==> src/rtl/ca90_item_gen_ctrl_pkg.sv <==
// Shared types for the CA90 item generator controller.
package ca90_item_gen_ctrl_pkg;

  typedef enum logic [1:0] {
    ST_IDLE = 2'd0,
    ST_STEP = 2'd1,
    ST_OUT  = 2'd2
  } state_e;

  localparam int unsigned CA90_SHIFT = 1;

endpackage

==> src/rtl/ca90_item_gen_ctrl_ca90_unit.sv <==
// One full-width CA90 step: each bit becomes the XOR of its two neighbours at
// distance shift_amt_i, with cyclic wrap-around.
module ca90_unit #(
  parameter int unsigned Dimension = 512,
  parameter int unsigned ShiftW    = $clog2(Dimension)
) (
  input  logic [Dimension-1:0] hv_i,
  input  logic [ShiftW-1:0]    shift_amt_i,
  output logic [Dimension-1:0] hv_o
);

  logic [2*Dimension-1:0] dbl;
  logic [2*Dimension-1:0] dbl_l;
  logic [2*Dimension-1:0] dbl_r;

  // Rotations come from shifting a doubled copy and taking the matching half.
  always_comb begin
    dbl   = {hv_i, hv_i};
    dbl_l = dbl << shift_amt_i;
    dbl_r = dbl >> shift_amt_i;
    hv_o  = dbl_l[2*Dimension-1:Dimension] ^ dbl_r[Dimension-1:0];
  end

endmodule

==> src/rtl/ca90_item_gen_ctrl.sv <==
// Produces CA90^k(base) item hypervectors, continuing from the cached result
// when indices increase monotonically.
//
// state | meaning
// IDLE  | ready for a request; result (if any) stays cached in hv_q
// STEP  | one CA90 step per cycle until remain_q reaches zero
// OUT   | item_hv_o valid, held until item_ready_i
module ca90_item_gen_ctrl
  import ca90_item_gen_ctrl_pkg::*;
#(
  parameter int unsigned HVDimension = 512,
  parameter int unsigned NumItems    = 1024,
  parameter int unsigned IdxWidth    = $clog2(NumItems)
) (
  input  logic                   clk_i,
  input  logic                   rst_ni,
  input  logic [HVDimension-1:0] base_hv_i,
  input  logic                   invalidate_i,
  input  logic                   req_valid_i,
  output logic                   req_ready_o,
  input  logic [IdxWidth-1:0]    req_idx_i,
  output logic                   item_valid_o,
  input  logic                   item_ready_i,
  output logic [HVDimension-1:0] item_hv_o,
  output logic [IdxWidth-1:0]    item_idx_o,
  output logic                   busy_o
);

  localparam int unsigned ShiftW = $clog2(HVDimension);

  state_e                   state_q;
  logic [HVDimension-1:0]   hv_q;
  logic [HVDimension-1:0]   hv_step;
  logic [IdxWidth-1:0]      cur_idx_q;
  logic [IdxWidth-1:0]      remain_q;
  logic                     cache_vld_q;
  logic                     accept;
  logic                     cont;
  logic [IdxWidth-1:0]      remain_next;

  ca90_unit #(
    .Dimension (HVDimension),
    .ShiftW    (ShiftW)
  ) u_ca90 (
    .hv_i        (hv_q),
    .shift_amt_i (ShiftW'(CA90_SHIFT)),
    .hv_o        (hv_step)
  );

  assign accept      = (state_q == ST_IDLE) && req_valid_i;
  assign cont        = cache_vld_q && !invalidate_i && (req_idx_i >= cur_idx_q);
  assign remain_next = cont ? (req_idx_i - cur_idx_q) : req_idx_i;

  always_ff @(posedge clk_i) begin
    if (!rst_ni) begin
      state_q     <= ST_IDLE;
      hv_q        <= '0;
      cur_idx_q   <= '0;
      remain_q    <= '0;
      cache_vld_q <= 1'b0;
    end else begin
      if (invalidate_i) cache_vld_q <= 1'b0;
      unique case (state_q)
        ST_IDLE: begin
          if (accept) begin
            remain_q <= remain_next;
            if (!cont) begin
              // Restart wins over a same-cycle invalidate: the new base is loaded.
              hv_q        <= base_hv_i;
              cur_idx_q   <= '0;
              cache_vld_q <= 1'b1;
            end
            state_q <= (remain_next == '0) ? ST_OUT : ST_STEP;
          end
        end
        ST_STEP: begin
          hv_q      <= hv_step;
          cur_idx_q <= cur_idx_q + IdxWidth'(1);
          remain_q  <= remain_q - IdxWidth'(1);
          if (remain_q == IdxWidth'(1)) state_q <= ST_OUT;
        end
        ST_OUT: begin
          if (item_ready_i) state_q <= ST_IDLE;
        end
        default: state_q <= ST_IDLE;
      endcase
    end
  end

  assign req_ready_o  = (state_q == ST_IDLE);
  assign item_valid_o = (state_q == ST_OUT);
  assign busy_o       = (state_q != ST_IDLE);
  assign item_hv_o    = hv_q;
  assign item_idx_o   = cur_idx_q;

endmodule
==> config.mk <==
export PLATFORM = sky130hd
export DESIGN_NAME = ca90_item_gen_ctrl
export DESIGN_NICKNAME = d
export VERILOG_FILES = /design/src/rtl/ca90_item_gen_ctrl_pkg.sv /design/src/rtl/ca90_item_gen_ctrl_ca90_unit.sv /design/src/rtl/ca90_item_gen_ctrl.sv
export SDC_FILE = /design/constraint.sdc
export NUM_CORES = 2
export LEC_CHECK = 0
export ABC_AREA = 1
export ABC_CLOCK_PERIOD_IN_PS = 4500
export CAP_MARGIN = 20
export CORE_AREA = 2 2 406 408
export DETAILED_ROUTE_END_ITERATION = 8
export DIE_AREA = 0 0 408 410
export HOLD_SLACK_MARGIN = 0.08
export PLACE_DENSITY = 0.38
export SLEW_MARGIN = 40
export SYNTH_ARGS = -nofsm -noshare
export SYNTH_HDL_FRONTEND = slang
export SYNTH_SLANG_ARGS = --single-unit
==> constraint.sdc <==
create_clock -name clk_i -period 4.5 [get_ports clk_i]
set_input_delay 0.45 -clock clk_i [delete_from_list [all_inputs] [get_ports clk_i]]
set_output_delay 0.45 -clock clk_i [all_outputs]
set_load 0.05 [all_outputs]
### Word level (Yosys, flattened, before mapping)

Cells that the tools add are included.

| operators by class | value |
|---|---|
| bitwise logic cells | 1 |
| add/sub/neg operators | 3 |
| reductions and logical operators | 11 |
| muxes and demuxes | 18 |
| equal/unequal tests | 7 |
| order comparisons | 1 |

Operator list:

| operator | count |
|---|---|
| two-way mux 512 bit | 2 |
| one-hot mux 512 bit (2 select lines) | 1 |
| bitwise XOR 512 bit | 1 |
| two-way mux 10 bit | 4 |
| one-hot mux 10 bit (2 select lines) | 2 |
| adder 10 x 1 -> 10 bit (second input constant) | 1 |
| == test 10 x 1 -> 1 bit (second input constant) | 1 |
| >= comparator 10 bit | 1 |
| logical NOT 10 bit | 1 |
| subtractor 10 x 1 -> 10 bit (second input constant) | 1 |
| subtractor 10 bit | 1 |
| two-way mux 2 bit | 4 |
| one-hot mux 2 bit (3 select lines) | 1 |
| AND reduction 3 bit | 2 |
| two-way mux 1 bit | 4 |
| inequality test 2 x 1 -> 1 bit (second input constant) | 2 |
| inequality test 2 bit (second input constant) | 2 |
| nonzero test 2 bit | 2 |
| logical AND 1 bit | 3 |
| == test 2 x 1 -> 1 bit (second input constant) | 1 |
| == test 2 bit (second input constant) | 1 |
| logical NOT 2 bit | 1 |
| AND reduction 2 bit | 1 |
| logical NOT 1 bit | 1 |

| word-level totals | value |
|---|---|
| bits in registers | 535 |
| word-level logic and storage cells | 46 |
| bits of input ports | 527 |

### Logic depth before layout (Yosys ltp)

| depth | value |
|---|---|
| depth in word-level cells | 8 |
| gate-level depth with buffers | 17 |
| depth with buffers taken out | 17 |

### Modules after synthesis

A second synthesis with hierarchy kept.

| second synthesis, totals | value |
|---|---|
| cell total of the unflattened synthesis | 29403 |
| area, all modules | 143430.1 sq um |

By module, submodules not included:

| module | seq. area each (sq um) | area each (sq um) | instances | cells each |
|---|---|---|---|---|
| ca90_unit | 0.0 | 119985.1 | 1 | 26230 |
| ca90_item_gen_ctrl | 10710.3 | 23445.0 | 1 | 3173 |

### Least setup slack after synthesis

Ideal clock, no wire load.

| timing path | value |
|---|---|
| path type | register to register |
| from | register cur_idx_q[0], in the netlist item_idx_o[0] |
| to | register hv_q[79], in the netlist item_hv_o[79] |
| stages on the path, launching flop included | 13 |
| required time | 4.426 ns |
| slack | 1.849 ns |
| clock period less this slack | 2.651 ns |
| data arrival time | 2.577 ns |
| path through | dfxtp_1 > ha_1 > inv_1 > fa_1 > nand3_1 > nand4_4 > nand2_4 > nand2_4 > nand2_4 > buf_6 > clkbuf_1 > o21ai_1 > a31oi_1 |

| on the way | value |
|---|---|
| word-level cells in the longest chain between the ends | 4 |

RTL lines:

| item | RTL line | text |
|---|---|---|
| start, declared | ca90_item_gen_ctrl.sv:34 | `logic [IdxWidth-1:0] cur_idx_q;` |
| start signal, assigned | ca90_item_gen_ctrl.sv:78 | `cur_idx_q <= cur_idx_q + IdxWidth'(1);` |
| >= comparator 10 bit | ca90_item_gen_ctrl.sv:51 | `assign cont = cache_vld_q && !invalidate_i && (req_idx_i >= cur_idx_q);` |
| logical AND 1 bit | ca90_item_gen_ctrl.sv:51 |  |
| inequality test 2 bit (no source line) | - |  |
| AND reduction 3 bit (no source line) | - |  |
| end signal, assigned | ca90_item_gen_ctrl.sv:69 | `hv_q <= base_hv_i;` |
| end signal, assigned | ca90_item_gen_ctrl.sv:77 | `hv_q <= hv_step;` |
| end, declared | ca90_item_gen_ctrl.sv:32 | `logic [HVDimension-1:0] hv_q;` |

Every way passes these cells.
A chain may end at the register's enable or synchronous reset.

### Final worst setup path

| timing path | value |
|---|---|
| from | register cur_idx_q[0], in the netlist item_idx_o[0] |
| to | register cur_idx_q[7], in the netlist item_idx_o[7] |

| on the way | value |
|---|---|
| word-level cells in the longest chain between the ends | 4 |
| elaborated cells on any way between the ends | 6 |
| those cells by class | add/sub: 1; order compare: 1; eq/ne: 1; mux: 1; reduce/logical: 2 |

RTL lines:

| item | RTL line |
|---|---|
| >= comparator 10 bit | ca90_item_gen_ctrl.sv:51 |
| logical AND 1 bit | ca90_item_gen_ctrl.sv:51 |
| inequality test 2 bit (no source line) | - |
| AND reduction 3 bit (no source line) | - |

Parallel ways exist; a longest one is shown, timed or not.

==> flow_summary.json <==
{
  "grt_pass1_vias": 28700,
  "postSynthCellCount": 3698,
  "synth_async_sr_flop_share_pct": 0,
  "r2r_start": "item_idx_o[0]$_SDFFE_PN0P_",
  "ant_nets": 0,
  "relSlewSlack_pct": 41.3,
  "outcome": "complete, no violations",
  "port_buffers": 1051,
  "synthTopCellsByArea": "dfxtp_1 40%, a21oi_1 15%, o21ai_0 13%, nand2_1 8.3%, xor2_1 6.9%",
  "synth_nets": 4239,
  "num_rows": 149,
  "leakagePower_nw": 15.8,
  "die_w_um": 408,
  "critPathRequiredTime_ns": 5.09,
  "drtIter0Drc": 2106,
  "end_kind": "flop",
  "synth_top_area_share_pct": 39.8,
  "syn_avg_cell_area_um2": 7.27,
  "min_path_type": "input pin to flop",
  "clkSinkCount": 535,
  "drt-wirelength-per-cell_um": 23.0,
  "fp.dieArea_mm2": 0.167,
  "grt.overflow.total": 0,
  "path_clk_slew_ns": 0.06,
  "ioPinCount": 1052,
  "holdWs_ns": 0.244,
  "cp.arrival_ns": 3.93,
  "powerDensity_mw_per_mm2": 498,
  "hold_path.startpoint": "rst_ni",
  "r2r-end": "item_idx_o[7]$_SDFFE_PN0P_",
  "synth-edff-count": 0,
  "period_needed_ns": 3.34,
  "clock.fmax_ghz": 0.299,
  "slew_violations": 0,
  "synth_seq_area_share_pct": 39.8,
  "finalHoldViolCount": 0,
  "antenna_found_initial": 33,
  "wirelength_um": 158000,
  "synth.cells.most_frequent": "787 x a21oi_1, 701 x o21ai_0, 592 x nand2_1, 535 x dfxtp_1, 244 x a31oi_1",
  "coreArea_mm2": 0.163,
  "grt_max_degree": 155,
  "synth-main-ff-cell": "dfxtp_1",
  "tightest_slew_ns": 0.880,
  "start_util_pct": 16.4,
  "htree_levels": 3,
  "worstPathMaxFanout": 52,
  "finClkSkew_ns": 0.0297,
  "drive_above_1_share_pct": 3.96,
  "synth.distinct_cells": 37,
  "viasPerCell": 4.42,
  "post_cts_buffers": 0,
  "vias": 30300,
  "synth_area_mm2": 0.0269,
  "area_growth_pct": 56.6,
  "post_cts_resized": 0,
  "cts_buffers": 77,
  "vdd_drop_max_uv": 238,
  "cts_hold_buf": 0,
  "clk-insertion-delay-late_ns": 0.66,
  "cts_tree": "done",
  "dr.pass1.iters": 5,
  "path_class": "flop to flop",
  "grt_pass1_wl_um": 221000,
  "routabilityCongestion": 0.861,
  "drc": 0,
  "synth.ff_latch_count": 535,
  "nNetsFinal": 5138,
  "rsz0062_at_grt": "false",
  "dp_hpwl_um": 118000,
  "yosys.area.top_type": "dfxtp_1",
  "yosys_warnings": 0,
  "min_path_cells": 3,
  "drv_cap": 0,
  "synth.most_common_cell": "a21oi_1",
  "clock_path_buffers": 3,
  "ff2ff_path_depth": 14,
  "critical_path.startpoint_type": "flop",
  "tns_ns": 0,
  "period_share_pct": 74.2,
  "cts_root_buffer": "clkbuf_16",
  "rrSetupSlack_ns": 1.16,
  "setup_viol": 0,
  "holdPathEnd": "item_hv_o[426]$_SDFFE_PN0P_",
  "die_h_um": 410,
  "track_usage_pct": 17.9
}
worst max-delay path: stages, from the launching register on:
cell and delay, ns:
dfxtp_1 0.52, ha_1 0.21, inv_1 0.07, fa_1 0.46, nand3_1 0.17, nand4_4 0.19, nand2_4 0.19, nand2_4 0.10
nand2_8 0.15, buf_12 0.27, buf_4 0.44, nand2_1 0.16, o21ai_1 0.15, nand2_1 0.07, a21oi_1 0.12
per-stage QoR:
| stage | total power [W] | setup WS (ns) | cells | area (µm²) | util [%] |
|---|---|---|---|---|---|
| 6_report | 0.0210 | 1.16 | 6846 | 42100 | 25.8 |
| 5_1_grt | 0.0221 | 0.873 | 6843 | 42100 | 25.8 |
| 4_1_cts | 0.0213 | 1.14 | 6841 | 42100 | 25.7 |
| 3_5_place_dp | 0.0150 | 0.748 | 6707 | 39600 | 24.2 |
| 3_3_place_gp | 0.0150 | 0.726 | 6707 | 39600 | 24.2 |
| 2_1_floorplan | 0.0114 | 1.85 | 3698 | 26900 | - |
final cells by class:
type	instances	area, µm²
fillers	17900	121000
inverters	87	335
repair buffers	1101	11100
diodes	5	12.5
multi-input cells	2795	14700
flip-flops and latches	535	10700
clock inverters	19	214
clock buffers	115	2280
well taps	2189	2740
layer usage:
layer  global-route usage (%)  up-vias  share of wire (%)
met5                        0        -               0.21
met3                     5.26      173                7.2
met4                     4.79       50                2.2
met2                     31.2      993                 49
met1                     21.4    14200                 41
li1                         -    14900                  -
registers in the layout, summed over array words and instances, names as in the netlist:
register / flops
item_idx_o: 10
item_hv_o: 512
cache_vld_q: 1
state_q: 2
remain_q: 10
kinds of logic after synthesis:
kind of cell,share of synthesized area (%)
DFF,39.8
buffers and inverters,5.67
adders and majority gates,0.679
AOI/OAI and AO/OA,35.1
and+or+nand+nor,10.6
xor gates and xnor gates,8.14
layout by cell type, fill, tap and decap left out, drive strengths merged, types with 5 or more instances in the layout:
master / n
clkdlybuf4s50: 1045
a21oi: 788
o21ai: 732
nand2: 596
dfxtp: 535
a31oi: 244
xor2: 213
clkbuf: 115
nor2: 91
inv: 87
buf: 56
xnor2: 37
o211ai: 29
nand3: 22
clkinv: 15
ha: 13
nor3: 9
diode: 5
o311ai: 5
worst max-delay path by stage:
| stage | start | end | slack, ns | cells after the start |
|---|---|---|---|---|
| global placement | req_idx_i[0] | item_idx_o[7]$_SDFFE_PN0P_ | 0.73 | 16 |
| finish | item_idx_o[0]$_SDFFE_PN0P_ | item_idx_o[7]$_SDFFE_PN0P_ | 1.16 | 14 |
| global route | item_idx_o[0]$_SDFFE_PN0P_ | item_idx_o[7]$_SDFFE_PN0P_ | 0.87 | 14 |
| detailed placement | req_idx_i[0] | item_idx_o[7]$_SDFFE_PN0P_ | 0.75 | 16 |
| floorplan | item_idx_o[0]$_SDFFE_PN0P_ | item_hv_o[79]$_SDFFE_PN0P_ | 1.85 | 12 |
| CTS | item_idx_o[0]$_SDFFE_PN0P_ | item_idx_o[7]$_SDFFE_PN0P_ | 1.14 | 14 |
power breakdown:
part | total, W | internal, W | switching (W)
combinational | 0.00795 | 0.00271 | 0.00524
sequential | 0.00682 | 0.00550 | 0.00132
clock | 0.00621 | 0.00367 | 0.00254
total | 0.0210 | 0.0119 | 0.00910
(Power assumes the default switching activity.)
